--- config.mk ---
export PLATFORM = sky130hd
export DESIGN_NAME = instr_decode_stage
export DESIGN_NICKNAME = d
export VERILOG_FILES = /design/src/rtl/instr_decode_stage.sv
export SDC_FILE = /design/constraint.sdc
export NUM_CORES = 1
export LEC_CHECK = 0
export BUFFER_PORTS_ARGS = -buffer_cell sky130_fd_sc_hd__clkbuf_2
export CAP_MARGIN = 40
export CELL_PAD_IN_SITES_DETAIL_PLACEMENT = 0
export CELL_PAD_IN_SITES_GLOBAL_PLACEMENT = 2
export CORE_UTILIZATION = 34
export CTS_CLUSTER_SIZE = 14
export DETAILED_ROUTE_END_ITERATION = 10
export GPL_TIMING_DRIVEN = 1
export PLACE_DENSITY_LB_ADDON = 0.15
export SETUP_SLACK_MARGIN = 0.2
export SLEW_MARGIN = 20
export SYNTH_ARGS = -nofsm -noshare
export SYNTH_HDL_FRONTEND = slang
export SYNTH_SLANG_ARGS = --single-unit
export TNS_END_PERCENT = 50
--- constraint.sdc ---
create_clock -name clk -period 6.9 [get_ports clk]
set_input_delay 0.345 -clock clk [delete_from_list [all_inputs] [get_ports clk]]
set_output_delay 0.345 -clock clk [all_outputs]
set_load 0.02 [all_outputs]
--- src/rtl/instr_decode_stage.sv ---
// Registered RV32/RV64 instruction decode stage with a 2-entry skid buffer.
// Splits the instruction into fields, builds the sign-extended immediate and flags/counts illegal encodings.
module instr_decode_stage #(
    parameter int XLEN  = 32,
    parameter int PC_W  = 32,
    parameter int CNT_W = 16
) (
    input  logic             clk,
    input  logic             rst,
    input  logic             flush,
    input  logic             in_valid,
    output logic             in_ready,
    input  logic [31:0]      in_instr,
    input  logic [PC_W-1:0]  in_pc,
    output logic             out_valid,
    input  logic             out_ready,
    output logic [31:0]      out_instr,
    output logic [PC_W-1:0]  out_pc,
    output logic [6:0]       out_opcode,
    output logic [2:0]       out_funct3,
    output logic [6:0]       out_funct7,
    output logic [4:0]       out_rs1,
    output logic [4:0]       out_rs2,
    output logic [4:0]       out_rd,
    output logic [XLEN-1:0]  out_imm,
    output logic [2:0]       out_fmt,
    output logic             out_illegal,
    output logic [CNT_W-1:0] illegal_cnt
);

    localparam logic [2:0] FMT_R   = 3'd0;
    localparam logic [2:0] FMT_I   = 3'd1;
    localparam logic [2:0] FMT_S   = 3'd2;
    localparam logic [2:0] FMT_B   = 3'd3;
    localparam logic [2:0] FMT_U   = 3'd4;
    localparam logic [2:0] FMT_J   = 3'd5;
    localparam logic [2:0] FMT_ILL = 3'd7;

    logic             out_valid_q, out_valid_d;
    logic             skid_valid_q, skid_valid_d;
    logic [31:0]      skid_instr_q, skid_instr_d;
    logic [PC_W-1:0]  skid_pc_q, skid_pc_d;
    logic [31:0]      out_instr_q, out_instr_d;
    logic [PC_W-1:0]  out_pc_q, out_pc_d;
    logic [XLEN-1:0]  out_imm_q, out_imm_d;
    logic [2:0]       out_fmt_q, out_fmt_d;
    logic             out_illegal_q, out_illegal_d;
    logic [CNT_W-1:0] cnt_q, cnt_d;

    logic             accept, xfer, out_free, load_out;
    logic [31:0]      src_instr;
    logic [PC_W-1:0]  src_pc;
    logic [2:0]       dec_fmt;
    logic [31:0]      dec_imm32;
    logic [XLEN-1:0]  dec_imm;

    assign in_ready = !skid_valid_q;
    assign accept   = in_valid && in_ready;
    assign xfer     = out_valid_q && out_ready;
    assign out_free = !out_valid_q || out_ready;

    // The skid entry is always older than anything on the input, so it wins the output register.
    assign src_instr = skid_valid_q ? skid_instr_q : in_instr;
    assign src_pc    = skid_valid_q ? skid_pc_q    : in_pc;

    // Every listed opcode ends in 2'b11, so the low-bit check falls out of the opcode match.
    always_comb begin
        dec_fmt = FMT_ILL;
        case (src_instr[6:0])
            7'b0110111, 7'b0010111: dec_fmt = FMT_U;
            7'b1101111:             dec_fmt = FMT_J;
            7'b1100111, 7'b0000011, 7'b0010011,
            7'b0001111, 7'b1110011: dec_fmt = FMT_I;
            7'b0011011:             if (XLEN == 64) dec_fmt = FMT_I;
            7'b1100011:             dec_fmt = FMT_B;
            7'b0100011:             dec_fmt = FMT_S;
            7'b0110011:             dec_fmt = FMT_R;
            7'b0111011:             if (XLEN == 64) dec_fmt = FMT_R;
            default:                dec_fmt = FMT_ILL;
        endcase
    end

    always_comb begin
        dec_imm32 = 32'd0;
        case (dec_fmt)
            FMT_I:   dec_imm32 = {{20{src_instr[31]}}, src_instr[31:20]};
            FMT_S:   dec_imm32 = {{20{src_instr[31]}}, src_instr[31:25], src_instr[11:7]};
            FMT_B:   dec_imm32 = {{19{src_instr[31]}}, src_instr[31], src_instr[7],
                                  src_instr[30:25], src_instr[11:8], 1'b0};
            FMT_U:   dec_imm32 = {src_instr[31:12], 12'd0};
            FMT_J:   dec_imm32 = {{11{src_instr[31]}}, src_instr[31], src_instr[19:12],
                                  src_instr[20], src_instr[30:21], 1'b0};
            default: dec_imm32 = 32'd0;
        endcase
    end

    // All immediates fit in 32 bits; widening a signed value carries bit 31 up to XLEN.
    assign dec_imm = XLEN'($signed(dec_imm32));

    always_comb begin
        out_valid_d   = out_valid_q;
        skid_valid_d  = skid_valid_q;
        skid_instr_d  = skid_instr_q;
        skid_pc_d     = skid_pc_q;
        out_instr_d   = out_instr_q;
        out_pc_d      = out_pc_q;
        out_imm_d     = out_imm_q;
        out_fmt_d     = out_fmt_q;
        out_illegal_d = out_illegal_q;
        load_out      = 1'b0;

        if (out_free) begin
            if (skid_valid_q) begin
                load_out     = 1'b1;
                skid_valid_d = accept;
                if (accept) begin
                    skid_instr_d = in_instr;
                    skid_pc_d    = in_pc;
                end
            end else if (accept) begin
                load_out = 1'b1;
            end else begin
                out_valid_d = 1'b0;
            end
        end else if (accept) begin
            skid_valid_d = 1'b1;
            skid_instr_d = in_instr;
            skid_pc_d    = in_pc;
        end

        if (load_out) begin
            out_valid_d   = 1'b1;
            out_instr_d   = src_instr;
            out_pc_d      = src_pc;
            out_imm_d     = dec_imm;
            out_fmt_d     = dec_fmt;
            out_illegal_d = (dec_fmt == FMT_ILL);
        end

        if (flush) begin
            out_valid_d  = 1'b0;
            skid_valid_d = 1'b0;
        end
    end

    // Counts delivered illegal entries; a transfer in a flush cycle still completes.
    always_comb begin
        cnt_d = cnt_q;
        if (xfer && out_illegal_q && (cnt_q != {CNT_W{1'b1}}))
            cnt_d = cnt_q + CNT_W'(1);
    end

    always_ff @(posedge clk or posedge rst) begin
        if (rst) begin
            out_valid_q   <= 1'b0;
            skid_valid_q  <= 1'b0;
            skid_instr_q  <= '0;
            skid_pc_q     <= '0;
            out_instr_q   <= '0;
            out_pc_q      <= '0;
            out_imm_q     <= '0;
            out_fmt_q     <= '0;
            out_illegal_q <= 1'b0;
            cnt_q         <= '0;
        end else begin
            out_valid_q   <= out_valid_d;
            skid_valid_q  <= skid_valid_d;
            skid_instr_q  <= skid_instr_d;
            skid_pc_q     <= skid_pc_d;
            out_instr_q   <= out_instr_d;
            out_pc_q      <= out_pc_d;
            out_imm_q     <= out_imm_d;
            out_fmt_q     <= out_fmt_d;
            out_illegal_q <= out_illegal_d;
            cnt_q         <= cnt_d;
        end
    end

    assign out_valid   = out_valid_q;
    assign out_instr   = out_instr_q;
    assign out_pc      = out_pc_q;
    assign out_opcode  = out_instr_q[6:0];
    assign out_funct3  = out_instr_q[14:12];
    assign out_funct7  = out_instr_q[31:25];
    assign out_rs1     = out_instr_q[19:15];
    assign out_rs2     = out_instr_q[24:20];
    assign out_rd      = out_instr_q[11:7];
    assign out_imm     = out_imm_q;
    assign out_fmt     = out_fmt_q;
    assign out_illegal = out_illegal_q;
    assign illegal_cnt = cnt_q;

endmodule

==> run metrics <==
Clk Tree Root Cell=sky130_fd_sc_hd__clkbuf_16; width of the die=roughly 160 µm; Routed WL per cell=17.57 µm; overflow left after global routing=0; path type of the worst min-delay path=in -> reg; outcome=completed; final-report setup violation count=0; total wire length after detailed routing=21.26 mm; Achievable Freq=0.3253 GHz; number of antenna violations at the first check in global routing=0; Initial Utilization=35.05%; final critical-path share of the clock period=between 40 and 50%; Bufs on Longest Clock Path=2; number of global-route vias before repair=between 6k and 7k; headroom to the max-slew limit=51.37%; post-synthesis compound-gate area fraction=11.33%; average instance area after synthesis=11.91 µm²; Layout Area Growth over Synthesis=21.60%; number of maximum-capacitance violations=0; clock tree from TritonCTS=yes; startpoint kind of the worst setup timing path=flip-flop; Static Leakage=4.669 nW; fraction of synthesized cell area in xor and xnor cells=under 10%; Post-Synth Simple-Gate Area=8.259%; global routing usage summed across all routing layers=roughly 18%; final worst-path setup slack=3.825 ns; final setup TNS=0 ns; number of input and output port buffers inserted=between 200 and 250; Net count, final=948; share of cell area taken by muxes after synthesis=~18%; number of flip-flops and latches in the synthesized netlist=~180; Worst Hold Path Cells=2; core outline area=approximately 24,000 µm²; fraction of registers with async set or reset after synthesis=100.0%; final instance area=10,090 µm²; residual DRC count=0; CP max FO=77; DR iter-0 viols=255; Post-Place Cell Area=9469 µm²; final count of pins violating max slew=0; number of placed instances, taps included=1,175; H-tree lvl count=4; clock latency on the worst-skew pair=0.42 ns; shortest clock period the worst path allows after layout=3.075 ns; Die Footprint=25,050 µm²; count of mapped cells out of synthesis=697; syn nets=767; proportion of synthesized chip area in sequential cells=54.86%; Ys Warns=0; postcts setup bufs=0; Final HPWL DP=15.24 mm; data arrival time of the critical path=3.34 ns; Critical-path top delay cell=sky130_fd_sc_hd__buf_4; # fillers=2,330; via total after detailed routing=5,993; share of layout cells above drive strength 1=41.30%; pre-CTS WS=approximately 3.8 ns; Avg Vias per Cell=approximately 5.0; power density relative to cell area=284.1 nW/µm²; CP cell instances=buf_4, o21ai_4, buf_4, buf_4, nor2_1, a22oi_1, o21ai_0; maximum number of pins on one net before global-route repair=78; count of TritonRoute iterations in the first routing pass=4; most prevalent standard cell on the critical path=sky130_fd_sc_hd__buf_4; EDFF count, synth=0; Final ANT Viol Nets=0; RSZ-0062 raised after global routing=no; number of ports placed on the die boundary=219; post-route worst hold slack=0.1022 ns; final standard cell count with taps included and fillers excluded=1,210; clock-pin slew reported for the worst setup and hold paths after clock tree synthesis=~0.070 ns; global placement routability congestion=0.8196; total inserted antenna cells=0; main combinational cell family by area after synthesis=multiplexers; total CTS buffers=17; maximum vdd ir drop=approximately 0.13 mV; cell area after synthesis=roughly 8300 µm²; kind of capture point of the worst setup path=flip-flop; skew final=0.01355 ns; total power of the final layout=2.867 mW; required time at the endpoint of the critical path=7.17 ns; Final Hold Vio Count=0; CP Class=reg -> reg; Distinct cells, synth=52; Clock Sink Count=182; actual slew at the worst max-slew pin=0.7246 ns; cells on worst reg2reg path=7; vertical die dimension=around 160 µm; worst stage delay on the critical path=approximately 0.7 ns; wire length of the first global-routing pass=33.72 mm; Primary FF master, synth=sky130_fd_sc_hd__dfrtp_1; utilization after layout=42.62%; cell row count=56; Post-Synth Adder-Cell Area=0.1507%
==> final cells by class <==
class | instances | area [µm²] | share of cell area, %
well taps | 319 | 399.1 | 3.954
multi-input cells | 444 | 3281 | 32.50
flip-flops and latches | 182 | 4558 | 45.15
clock inverters | 15 | 170.2 | 1.686
inverters | 2 | 12.51 | 0.1239
clock buffers | 17 | 425.4 | 4.214
repair buffers | 231 | 1249 | 12.37
==> cell usage in the layout, fill, tap and decap left out, types with 3 or more instances in the layout <==
cell type                    instances
sky130_fd_sc_hd__a21o_1             12
sky130_fd_sc_hd__a21oi_1            13
sky130_fd_sc_hd__a221o_1            11
sky130_fd_sc_hd__a22oi_1            12
sky130_fd_sc_hd__buf_4               7
sky130_fd_sc_hd__clkbuf_16          17
sky130_fd_sc_hd__clkbuf_2          218
sky130_fd_sc_hd__clkinvlp_4          3
sky130_fd_sc_hd__dfrtp_1           181
sky130_fd_sc_hd__inv_6               4
sky130_fd_sc_hd__inv_8               3
sky130_fd_sc_hd__mux2_2             80
sky130_fd_sc_hd__mux2i_1            49
sky130_fd_sc_hd__nand2_1            71
sky130_fd_sc_hd__nand2b_1            3
sky130_fd_sc_hd__nand3_1            15
sky130_fd_sc_hd__nand4_1             9
sky130_fd_sc_hd__nor2_1             27
sky130_fd_sc_hd__nor3_1              5
sky130_fd_sc_hd__o211ai_1            3
sky130_fd_sc_hd__o21a_1             10
sky130_fd_sc_hd__o21ai_0            56
sky130_fd_sc_hd__o21ai_1             9
sky130_fd_sc_hd__or2_2               7
sky130_fd_sc_hd__xnor2_1            10
sky130_fd_sc_hd__xor2_1              5
==> cell usage after synthesis, types with 2 or more instances <==
cell type / count / area, µm²
sky130_fd_sc_hd__xnor2_1: 10 / 87.58
sky130_fd_sc_hd__clkbuf_1: 8 / 30.03
sky130_fd_sc_hd__nand4_1: 9 / 56.30
sky130_fd_sc_hd__a211o_1: 2 / 17.52
sky130_fd_sc_hd__inv_1: 2 / 7.510
sky130_fd_sc_hd__mux2_4: 2 / 30.03
sky130_fd_sc_hd__and4_1: 2 / 17.52
sky130_fd_sc_hd__a22oi_1: 12 / 90.09
sky130_fd_sc_hd__mux2i_4: 2 / 45.04
sky130_fd_sc_hd__nand3_1: 15 / 75.07
sky130_fd_sc_hd__a31oi_1: 2 / 12.51
sky130_fd_sc_hd__mux2_2: 80 / 900.9
sky130_fd_sc_hd__o21ai_0: 56 / 280.3
sky130_fd_sc_hd__a41oi_1: 2 / 17.52
sky130_fd_sc_hd__mux2i_1: 49 / 490.5
sky130_fd_sc_hd__o211ai_1: 3 / 22.52
sky130_fd_sc_hd__nor3_1: 5 / 25.02
sky130_fd_sc_hd__o21ai_1: 10 / 50.05
sky130_fd_sc_hd__and3_1: 2 / 12.51
sky130_fd_sc_hd__a21oi_1: 13 / 65.06
sky130_fd_sc_hd__buf_6: 5 / 56.30
sky130_fd_sc_hd__o21a_1: 10 / 75.07
sky130_fd_sc_hd__o22ai_1: 2 / 12.51
sky130_fd_sc_hd__a221o_1: 11 / 110.1
sky130_fd_sc_hd__mux2i_2: 2 / 27.53
sky130_fd_sc_hd__nor2_1: 27 / 101.4
sky130_fd_sc_hd__or2_2: 7 / 43.79
sky130_fd_sc_hd__buf_4: 38 / 285.3
sky130_fd_sc_hd__o21ai_2: 2 / 17.52
sky130_fd_sc_hd__a21o_1: 12 / 90.09
sky130_fd_sc_hd__nor4_1: 2 / 12.51
sky130_fd_sc_hd__nand2b_1: 3 / 18.77
sky130_fd_sc_hd__buf_2: 16 / 80.08
sky130_fd_sc_hd__xor2_1: 5 / 43.79
sky130_fd_sc_hd__nand2_1: 71 / 266.5
sky130_fd_sc_hd__dfrtp_1: 182 / 4554
==> logic make-up (layout without fill, tap and decap cells) <==
group                      count (synthesis)  in the layout
AOI/OAI and AO/OA                        144            144
xor gates and xnor gates                  15             15
adders and majority gates                  1              1
buffers and inverters                     71            265
DFF                                      182            182
muxes                                    135            135
and+or+nand+nor                          149            149
==> critical path: cells and delay by family (launching register included) <==
family	cells	cell delay, ns
buffers and inverters	3	1.59
DFF	1	0.62
AOI/OAI and AO/OA	3	0.50
and+or+nand+nor	1	0.17
==> sequential cells by signal, indices dropped and copies added (netlist names) <==
signal / flops
skid_pc_q: 32
out_imm: 32
out_instr: 32
out_pc: 32
out_valid: 1
skid_instr_q: 32
illegal_cnt: 16
out_fmt: 3
out_illegal: 1
skid_valid_q: 1
==> report_power, final <==
part	switching (mW)	leakage [nW]	total, mW	internal, mW
logic	0.315	2.12	0.534	0.219
registers	0.113	2.26	1.34	1.23
clock network	0.446	0.286	0.991	0.545
==> metal layers <==
| layer | vias to the layer above | track usage [%] | wire (µm) |
|---|---|---|---|
| met5 | - | 0 | 0 |
| met4 | 0 | 5.769 | 310 |
| met3 | 22 | 4.736 | 1335 |
| met2 | 181 | 28.68 | 10330 |
| met1 | 2965 | 22.93 | 9284 |
| li1 | 2825 | - | - |
==> worst paths after layout <==
path                              startpoint        endpoint  slack (ns)
worst max-delay path            skid_valid_q     out_imm[15]        3.83
worst min-delay path                   flush    skid_valid_q        0.10
worst max register to register  skid_valid_q     out_imm[15]        3.83
worst min register to register    out_pc[19]      out_pc[19]        0.49
max in group asynchronous                rst   skid_pc_q[22]        4.95
min in group asynchronous                rst  illegal_cnt[3]        0.54
==> what timing repair did <==
| action | in CTS | in global routing |
|---|---|---|
| endpoints found under the hold margin | 22 | 0 |
| hold buffers | 1 | 0 |
| resized for setup | 0 | 0 |
Note: power is estimated with default switching activity, not from simulation.
